## config.mk

```make
export PLATFORM = sky130hd
export DESIGN_NAME = router_ctrl
export DESIGN_NICKNAME = d
export VERILOG_FILES = /design/src/rtl/router_pkg.sv /design/src/rtl/router_sr_timer.sv /design/src/rtl/router_ctrl.sv
export SDC_FILE = /design/constraint.sdc
export NUM_CORES = 1
export LEC_CHECK = 0
export ABC_AREA = 1
export BUFFER_PORTS_ARGS = -buffer_cell sky130_fd_sc_hd__buf_2
export CAP_MARGIN = 20
export CORE_UTILIZATION = 53
export CTS_CLUSTER_DIAMETER = 60
export DETAILED_ROUTE_END_ITERATION = 6
export PLACE_DENSITY = 0.82
export SETUP_SLACK_MARGIN = 0.15
export SKIP_CTS_REPAIR_TIMING = 1
export SLEW_MARGIN = 20
export SYNTH_ARGS = -nofsm -noshare
export SYNTH_HDL_FRONTEND = slang
export SYNTH_SLANG_ARGS = --single-unit
```

## constraint.sdc

```tcl
create_clock -name clock -period 2 [get_ports clock]
set_input_delay 0.1 -clock clock [delete_from_list [all_inputs] [get_ports clock]]
set_output_delay 0.1 -clock clock [all_outputs]
set_load 0.02 [all_outputs]
```

## src/rtl/router_pkg.sv

```systemverilog
// router_pkg: shared types and constants for the router control slice.
//   state_t          - controller FSM state encoding
//   ADDR0..ADDR2     - valid destination codes, ADDR_INVALID = 3
//   TIMEOUT_DEFAULT  - default read-idle cycles before a channel soft reset
//   sel_bit()        - pick one bit of a 3-bit per-channel vector by address
//   addr_onehot()    - one-hot decode of a destination address
package router_pkg;

    typedef enum logic [2:0] {
        DECODE_ADDRESS     = 3'd0,
        LOAD_FIRST_DATA    = 3'd1,
        LOAD_DATA          = 3'd2,
        FIFO_FULL_STATE    = 3'd3,
        LOAD_AFTER_FULL    = 3'd4,
        LOAD_PARITY        = 3'd5,
        CHECK_PARITY_ERROR = 3'd6,
        WAIT_TILL_EMPTY    = 3'd7
    } state_t;

    localparam logic [1:0] ADDR0        = 2'd0;
    localparam logic [1:0] ADDR1        = 2'd1;
    localparam logic [1:0] ADDR2        = 2'd2;
    localparam logic [1:0] ADDR_INVALID = 2'd3;

    localparam int TIMEOUT_DEFAULT = 30;

    // The invalid address selects no channel, so it reads as 0 here.
    function automatic logic sel_bit(input logic [2:0] vec, input logic [1:0] addr);
        logic bit_s;
        case (addr)
            ADDR0:   bit_s = vec[0];
            ADDR1:   bit_s = vec[1];
            ADDR2:   bit_s = vec[2];
            default: bit_s = 1'b0;
        endcase
        return bit_s;
    endfunction

    function automatic logic [2:0] addr_onehot(input logic [1:0] addr);
        logic [2:0] oh_s;
        case (addr)
            ADDR0:   oh_s = 3'b001;
            ADDR1:   oh_s = 3'b010;
            ADDR2:   oh_s = 3'b100;
            default: oh_s = 3'b000;
        endcase
        return oh_s;
    endfunction

endpackage

```

## src/rtl/router_sr_timer.sv

```systemverilog
// router_sr_timer: per-channel read-idle watchdog.
//   clock, resetn - clock and synchronous active-low reset
//   vld_out       - channel holds data
//   read_enb      - destination is reading the channel
//   soft_reset    - registered one-cycle pulse after TIMEOUT idle cycles
module router_sr_timer
    import router_pkg::*;
#(
    parameter int TIMEOUT = TIMEOUT_DEFAULT
) (
    input  logic clock,
    input  logic resetn,
    input  logic vld_out,
    input  logic read_enb,
    output logic soft_reset
);

    localparam logic [4:0] TERMINAL = 5'(TIMEOUT - 1);

    logic [4:0] cnt_q;
    logic [4:0] cnt_d;
    logic       soft_reset_q;
    logic       soft_reset_d;

    // Next count and pulse; a read (or no data) always clears and suppresses the pulse.
    always_comb begin
        cnt_d        = cnt_q;
        soft_reset_d = 1'b0;
        if (read_enb || !vld_out) begin
            cnt_d = 5'd0;
        end else if (cnt_q == TERMINAL) begin
            cnt_d        = 5'd0;
            soft_reset_d = 1'b1;
        end else begin
            cnt_d = cnt_q + 5'd1;
        end
    end

    // Counter and pulse registers.
    always_ff @(posedge clock) begin
        if (!resetn) begin
            cnt_q        <= 5'd0;
            soft_reset_q <= 1'b0;
        end else begin
            cnt_q        <= cnt_d;
            soft_reset_q <= soft_reset_d;
        end
    end

    assign soft_reset = soft_reset_q;

endmodule

```

## src/rtl/router_ctrl.sv

```systemverilog
// router_ctrl: packet-router control FSM.
//   clock, resetn           - clock, synchronous active-low reset
//   pkt_valid, data_in      - source handshake and byte (header [1:0] = destination)
//   parity_done, low_pkt_valid - status from the register block
//   full, empty, read_enb   - per-FIFO status and per-channel read strobes
//   write_enb, soft_reset, vld_out, fifo_full, busy - FIFO / source controls
//   detect_add .. write_enb_reg - state strobes to the register block
module router_ctrl
    import router_pkg::*;
#(
    parameter int TIMEOUT = TIMEOUT_DEFAULT
) (
    input  logic       clock,
    input  logic       resetn,
    input  logic       pkt_valid,
    input  logic [7:0] data_in,
    input  logic       parity_done,
    input  logic       low_pkt_valid,
    input  logic [2:0] full,
    input  logic [2:0] empty,
    input  logic [2:0] read_enb,
    output logic [2:0] write_enb,
    output logic [2:0] soft_reset,
    output logic [2:0] vld_out,
    output logic       fifo_full,
    output logic       busy,
    output logic       detect_add,
    output logic       lfd_state,
    output logic       ld_state,
    output logic       laf_state,
    output logic       full_state,
    output logic       rst_int_reg,
    output logic       write_enb_reg
);

    state_t     state_q;
    state_t     state_d;
    logic [1:0] addr_q;
    logic [1:0] addr_d;
    logic [1:0] hdr_addr_s;
    logic       hdr_ok_s;
    logic       unused_hdr_s;

    assign hdr_addr_s   = data_in[1:0];
    assign hdr_ok_s     = pkt_valid && (hdr_addr_s != ADDR_INVALID);
    assign unused_hdr_s = ^data_in[7:2];

    assign vld_out   = ~empty;
    assign fifo_full = sel_bit(full, addr_q);
    assign write_enb = write_enb_reg ? addr_onehot(addr_q) : 3'b000;

    genvar ch;
    generate
        for (ch = 0; ch < 3; ch++) begin : g_timer
            router_sr_timer #(.TIMEOUT(TIMEOUT)) u_timer (
                .clock      (clock),
                .resetn     (resetn),
                .vld_out    (vld_out[ch]),
                .read_enb   (read_enb[ch]),
                .soft_reset (soft_reset[ch])
            );
        end
    endgenerate

    // Next-state logic; a soft reset of the latched channel overrides every transition.
    always_comb begin
        state_d = state_q;
        addr_d  = addr_q;
        if ((state_q == DECODE_ADDRESS) && pkt_valid) begin
            addr_d = hdr_addr_s;
        end else begin
            addr_d = addr_q;
        end
        if (sel_bit(soft_reset, addr_q)) begin
            state_d = DECODE_ADDRESS;
        end else begin
            case (state_q)
                DECODE_ADDRESS: begin
                    if (hdr_ok_s && sel_bit(empty, hdr_addr_s)) begin
                        state_d = LOAD_FIRST_DATA;
                    end else if (hdr_ok_s) begin
                        state_d = WAIT_TILL_EMPTY;
                    end else begin
                        state_d = DECODE_ADDRESS;
                    end
                end
                LOAD_FIRST_DATA: state_d = LOAD_DATA;
                LOAD_DATA: begin
                    if (fifo_full) begin
                        state_d = FIFO_FULL_STATE;
                    end else if (!pkt_valid) begin
                        state_d = LOAD_PARITY;
                    end else begin
                        state_d = LOAD_DATA;
                    end
                end
                FIFO_FULL_STATE: begin
                    if (!fifo_full) begin
                        state_d = LOAD_AFTER_FULL;
                    end else begin
                        state_d = FIFO_FULL_STATE;
                    end
                end
                LOAD_AFTER_FULL: begin
                    if (parity_done) begin
                        state_d = DECODE_ADDRESS;
                    end else if (low_pkt_valid) begin
                        state_d = LOAD_PARITY;
                    end else begin
                        state_d = LOAD_DATA;
                    end
                end
                LOAD_PARITY: state_d = CHECK_PARITY_ERROR;
                CHECK_PARITY_ERROR: begin
                    if (fifo_full) begin
                        state_d = FIFO_FULL_STATE;
                    end else begin
                        state_d = DECODE_ADDRESS;
                    end
                end
                WAIT_TILL_EMPTY: begin
                    if (sel_bit(empty, addr_q)) begin
                        state_d = LOAD_FIRST_DATA;
                    end else begin
                        state_d = WAIT_TILL_EMPTY;
                    end
                end
                default: state_d = DECODE_ADDRESS;
            endcase
        end
    end

    // State and latched destination registers.
    always_ff @(posedge clock) begin
        if (!resetn) begin
            state_q <= DECODE_ADDRESS;
            addr_q  <= ADDR0;
        end else begin
            state_q <= state_d;
            addr_q  <= addr_d;
        end
    end

    // Moore strobes decoded from the registered state.
    always_comb begin
        detect_add    = 1'b0;
        lfd_state     = 1'b0;
        ld_state      = 1'b0;
        full_state    = 1'b0;
        laf_state     = 1'b0;
        rst_int_reg   = 1'b0;
        write_enb_reg = 1'b0;
        busy          = 1'b1;
        case (state_q)
            DECODE_ADDRESS: begin
                detect_add = 1'b1;
                busy       = 1'b0;
            end
            LOAD_FIRST_DATA: lfd_state = 1'b1;
            LOAD_DATA: begin
                ld_state      = 1'b1;
                write_enb_reg = 1'b1;
                busy          = 1'b0;
            end
            FIFO_FULL_STATE: full_state = 1'b1;
            LOAD_AFTER_FULL: begin
                laf_state     = 1'b1;
                write_enb_reg = 1'b1;
            end
            LOAD_PARITY:        write_enb_reg = 1'b1;
            CHECK_PARITY_ERROR: rst_int_reg   = 1'b1;
            WAIT_TILL_EMPTY:    busy          = 1'b1;
            default:            busy          = 1'b1;
        endcase
    end

endmodule

```

==> results_dict.tcl, run 1 <==
set metrics [dict create \
    status "finished with violations" \
    violations "design-rule violations" \
    comb_power_share_pct 36.8 \
    core_mm2 0.00221 \
    grt_max_degree 13 \
    grt.overflow.total 0 \
    vias_per_cell 5.18 \
    switching_share_pct 39.7 \
    clk_latency_ns 0.31 \
    synthToLayoutAreaGrowth_pct 17.7 \
    drt-total-wl_um 2600 \
    drcViolationCount 2 \
    finalCritPeriodShare_pct 82.0 \
    synth_cell_type_count 21 \
    routabilityCongestion 0.802 \
    wl_per_cell_um 10.8 \
    antenna_left 0 \
    vdd_drop_max_mv 0.571 \
    seqPwrFrac_pct 45.2 \
    syn-mean-instance-area_um2 6.94 \
    crit_fanout 8 \
    syn_nets 207 \
    rsz0062_at_grt "false" \
    fmax_ghz 0.610 \
    crit_type "reg -> out" \
    synth-seq-area-share_pct 37.1 \
    grt_pass1_vias 1157 \
    hold_viol_final 0 \
    wl_met3_um 117 \
    start_kind "register" \
    finalMaxSlewViolations 0 \
    cts_made_buffers 3 \
    hp-class "in -> reg" \
    highest_layer "met4" \
    ys_warn_count 0 \
    vias 1249 \
    ff_latch_area_um2 460 \
    drt_iter0_markers 49 \
    worst_slew_pin_slew_ns 0.378 \
    internal_power_mw 0.706 \
    nNetsFinal 242 \
    drt-met1-wl_um 1170 \
    dieArea_mm2 0.00254 \
    dp_hpwl_um 2030 \
    synth_seq_cells 23 \
    leakage_nw 0.767 \
    multi_input_area_um2 638 \
    crit_arrival_ns 1.54 \
    dieWidth_um 50.4 \
    drive_gt1_share_pct 20.7 \
    clkPwrFrac_pct 17.9 \
    initial_core_util_pct 56.2 \
    max_cap_viol_count 0 \
    clock-sinks 23 \
    diodes 0 \
    grt_first_pass_wirelength_um 4310 \
    n_fill_cell 193 \
    clk_pin_slew_ns 0.12 \
    syn_inst 179 \
    setup_viol 0 \
    grt_usage_pct 21.9 \
    period_needed_ns 1.64 \
    fin_util_pct 66.1 \
    h-tree-depth 1 \
    net-switching-power_mw 0.464 \
    clockBufferDepth 2 \
    io_buffers 33 \
    io_pins 40 \
    rows 17 \
    cp-end-kind "primary output" \
    cts_tree "done" \
    powerDensity_mw_per_mm2 800 \
    cp.required_ns 1.90 \
    setup_tns_ns 0 \
    die_h_um 50.4 \
    syn-cell-area_mm2 0.00124 \
    clock_skew_ns 0.00646 \
    ctsRootBufferMaster "clkbuf_4" \
    wl_met2_um 1280 \
    slew_headroom_pct 74.6 \
    antenna_found_initial 0 \
    firstDrtPassIters 7 \
]
-- state kept, by name (all words and copies together) (netlist names) --
| register | count |
|---|---|
| state_q | 3 |
| addr_q | 2 |
| g_timer.u_timer.soft_reset | 3 |
| g_timer.u_timer.cnt_q | 15 |
-- metrics by stage --
step	hold WS (ns)	cell area, µm²	power (mW)	worst slack [ns]	std cells
2_1_floorplan	0.176	1240	0.835	0.393	179
3_3_place_gp	0.280	1390	0.946	0.690	233
3_5_place_dp	0.286	1390	0.959	0.608	233
4_1_cts	-0.0532	1420	1.17	0.257	237
5_1_grt	0.000333	1460	1.25	0.222	241
6_report	0.00361	1460	1.17	0.360	241
-- synthesized netlist by cell type (all sizes together) --
library cell | number | share of area, %
ha | 6 | 6.0
nor2 | 25 | 8.4
a211oi | 1 | 0.60
nand4 | 3 | 1.5
xnor2 | 3 | 2.1
nand2 | 37 | 11
nand3 | 21 | 8.9
xor2 | 2 | 1.4
nand3b | 1 | 0.60
a21oi | 9 | 3.6
dfxtp | 23 | 37
buf | 7 | 4.0
nor4 | 3 | 1.5
nor3 | 4 | 1.6
or2 | 4 | 2.0
inv | 26 | 7.9
o21ai | 4 | 1.6
-- critical path, cell delays in order, from the launching register on --
cell	delay (ns)
dfxtp_1	0.49
inv_1	0.13
nand2_1	0.14
nor2_4	0.06
a21oi_2	0.19
nor3_1	0.06
buf_2	0.16
-- power by group through the flow --
stage	clock (mW)	sequential (mW)	combinational, mW
CTS	0.215	0.527	0.423
global route	0.235	0.534	0.484
global placement	0	0.535	0.411
floorplan	0	0.523	0.312
finish	0.210	0.530	0.431
detailed placement	0	0.538	0.421
-- layer usage --
layer,track usage (%),up-vias
li1,-,633
met1,24.2,561
met2,39.1,47
met3,3.94,8
met4,12.0,0
met5,0,-
-- logic make-up after synthesis --
group           count (synthesis)  share of synthesized area, %
compound gates                 14                          5.84
xor+xnor                        5                          3.53
fa+ha+maj                       6                          6.04
buf+inv                        33                          11.9
flops                          23                          37.1
simple gates                   98                          35.6
-- worst paths after layout --
path	cells past startpoint	endpoint	slack [ns]	startpoint
min	2	g_timer[2].u_timer.soft_reset	0.004	empty[2]
max	6	write_enb[0]	0.36	state_q[2]
max reg2reg	4	g_timer[1].u_timer.soft_reset	0.54	g_timer[1].u_timer.cnt_q[0]
min reg2reg	2	g_timer[0].u_timer.cnt_q[4]	0.49	g_timer[0].u_timer.cnt_q[4]
-- area by class of cell --
class                   count  area share [%]
inverters                  26            6.67
repair buffers             37            14.0
flip-flops and latches     23            31.5
clock buffers               4            1.80
well taps                  28            2.40
multi-input cells         123            43.6
-- cell usage in the layout, fill, tap and decap left out --
cell type	count
a211oi_1	1
a21oi_1	8
a21oi_2	1
buf_2	33
clkbuf_1	1
clkbuf_4	3
dfxtp_1	23
dlygate4sd3_1	4
ha_1	6
inv_1	26
nand2_1	37
nand3_1	20
nand3_2	1
nand3b_1	1
nand4_1	3
nor2_1	23
nor2_2	1
nor2_4	1
nor3_1	4
nor4_1	3
o21ai_0	4
or2_2	4
xnor2_1	3
xor2_1	2
Power figures use the tool's default switching activity.
==> run 2, diff against run 1 <==
- CORE_UTILIZATION: 53 -> 45
- PLACE_DENSITY: 0.82 -> 0.74
- clock period: 2 -> 1.5 ns (I/O delays scaled with it)
==> run 2 against run 1 <==
  * The flow now finishes without violations
  * Flip-flop and latch count is the same
  * First-iteration DRC count fell by 84%
  * Clock power rose by 34%
  * Critical path depth down 2
  * Worst setup slack got worse by 0.22 ns
  * Critical endpoint is now fifo_full
  * Largest power group unchanged
  * Highest routed layer unchanged
==> results_dict.tcl, run 2 (synthesis gave the netlist of run 1 again) <==
set metrics [dict create \
    status "complete, no violations" \
    antenna_left 0 \
    slowest_delay_ns 0.39 \
    firstDrtPassIters 5 \
    wl_per_cell_um 9.91 \
    clock-sinks 23 \
    dp_hpwl_um 1890 \
    dieWidth_um 54.5 \
    crit_slowest_cell "dfxtp_4" \
    io_buffers 33 \
    die_h_um 54.5 \
    antenna_found_initial 0 \
    clk_pin_slew_ns 0.12 \
    leakage_nw 0.804 \
    grt_use_met2_pct 29.5 \
    cts_tree "done" \
    core_mm2 0.00254 \
    worst_slew_pin_slew_ns 0.325 \
    use_met1_pct 21.9 \
    rsz0062_at_grt "true" \
    crit_type "reg -> out" \
    dieArea_mm2 0.00298 \
    dp.cells 236 \
    clk_latency_ns 0.31 \
    regMostFlops "g_timer.u_timer.cnt_q" \
    finalPower_mw 1.66 \
    clockBufferDepth 2 \
    fmax_ghz 0.736 \
    synthToLayoutAreaGrowth_pct 25.1 \
    met3_usage_pct 3.33 \
    grt_usage_pct 17.6 \
    cp-end-kind "primary output" \
    max_cap_viol_count 0 \
    ctsRootBufferMaster "clkbuf_4" \
    initial_core_util_pct 48.8 \
    finalCritPeriodShare_pct 90.6 \
    vias_per_cell 4.83 \
    grt_first_pass_wirelength_um 3640 \
    vdd_drop_max_mv 0.931 \
    drt-total-wl_um 2470 \
    routabilityCongestion 0.758 \
    vias 1202 \
    crit_fanout 7 \
    hold_viol_final 0 \
    grt-busiest-layer "met2" \
    clock_skew_ns 0.00129 \
    worstPathCellList "inv_1 > nand3_1 > nand3_2 > buf_2" \
    drive_gt1_share_pct 27.4 \
    rows 18 \
    final_cell_mix "36 x nand2_1, 30 x buf_2, 22 x inv_1, 22 x nor2_1, 20 x nand3_1" \
    io_pins 40 \
    slew_headroom_pct 78.2 \
    grt.overflow.total 0 \
    powerDensity_mw_per_mm2 1070 \
    crit_arrival_ns 1.28 \
    period_needed_ns 1.36 \
    largest_reg_flops 15 \
    instances_no_fill 249 \
    setup_viol 0 \
    diodes 0 \
    cts_made_buffers 3 \
    drt_iter0_markers 8 \
    drcViolationCount 0 \
    finalMaxSlewViolations 0 \
    start_kind "register" \
    final_common_cell "nand2_1" \
    hp-class "in -> reg" \
    cp.required_ns 1.42 \
    h-tree-depth 1 \
    grt_max_degree 14 \
    nNetsFinal 248 \
    grt_pass1_vias 893 \
]
## run 2: cell count changes in the layout (fill, tap and decap cells not counted), sizes merged
cell         change
buf              +4
dlygate4sd3      +2
clkbuf           -1
clkinv           +1
## run 2: worst max-delay path: cells and delay by family (launching register included)
| family | cells | cell delay (ns) |
|---|---|---|
| flip-flops | 1 | 0.39 |
| AND/OR/NAND/NOR | 2 | 0.27 |
| buffers and inverters | 2 | 0.31 |
## run 2: metrics by stage
stage / area, µm² / hold WS (ns) / worst slack, ns / setup TNS [ns] / utilization [%]
CTS: 1440 / -0.0847 / -0.118 / -0.462 / 56.4
global route: 1550 / 0.00642 / 0.0499 / 0 / 61.1
floorplan: 1250 / 0.151 / 0.0771 / 0 / -
finish: 1550 / 0.00441 / 0.141 / 0 / 61.1
detailed placement: 1410 / 0.266 / 0.197 / 0 / 55.3
global placement: 1410 / 0.262 / 0.184 / 0 / 55.3
## run 2: layout make-up
type	count	area, µm²
fillers	249	991
multi-input cells	123	656
flip-flops and latches	23	473
repair buffers	43	263
inverters	26	97.6
well taps	30	37.5
clock buffers	3	22.5
clock inverters	1	5.00
## run 2: routing by layer
layer  up-vias  part of all wire (%)
met5         -                     0
met4         0                   1.8
met1       517                    46
met2        30                    48
li1        651                     -
met3         4                   3.6
## run 2: worst paths after layout
kind / from / to / slack, ns / cells after the start
setup / recovery: addr_q[1] / fifo_full / 0.14 / 4
hold / removal: empty[1] / g_timer[1].u_timer.soft_reset / 0.004 / 2
setup reg to reg: state_q[1] / addr_q[0] / 0.28 / 6
hold reg to reg: g_timer[1].u_timer.cnt_q[0] / g_timer[1].u_timer.cnt_q[0] / 0.48 / 1
## run 2: power by group
group / internal (mW) / total, mW / leakage [nW] / switching, mW
clock: 0.0997 / 0.282 / 0.0177 / 0.182
combinational: 0.248 / 0.658 / 0.597 / 0.410
sequential: 0.659 / 0.717 / 0.189 / 0.0574
total: 1.01 / 1.66 / 0.804 / 0.649
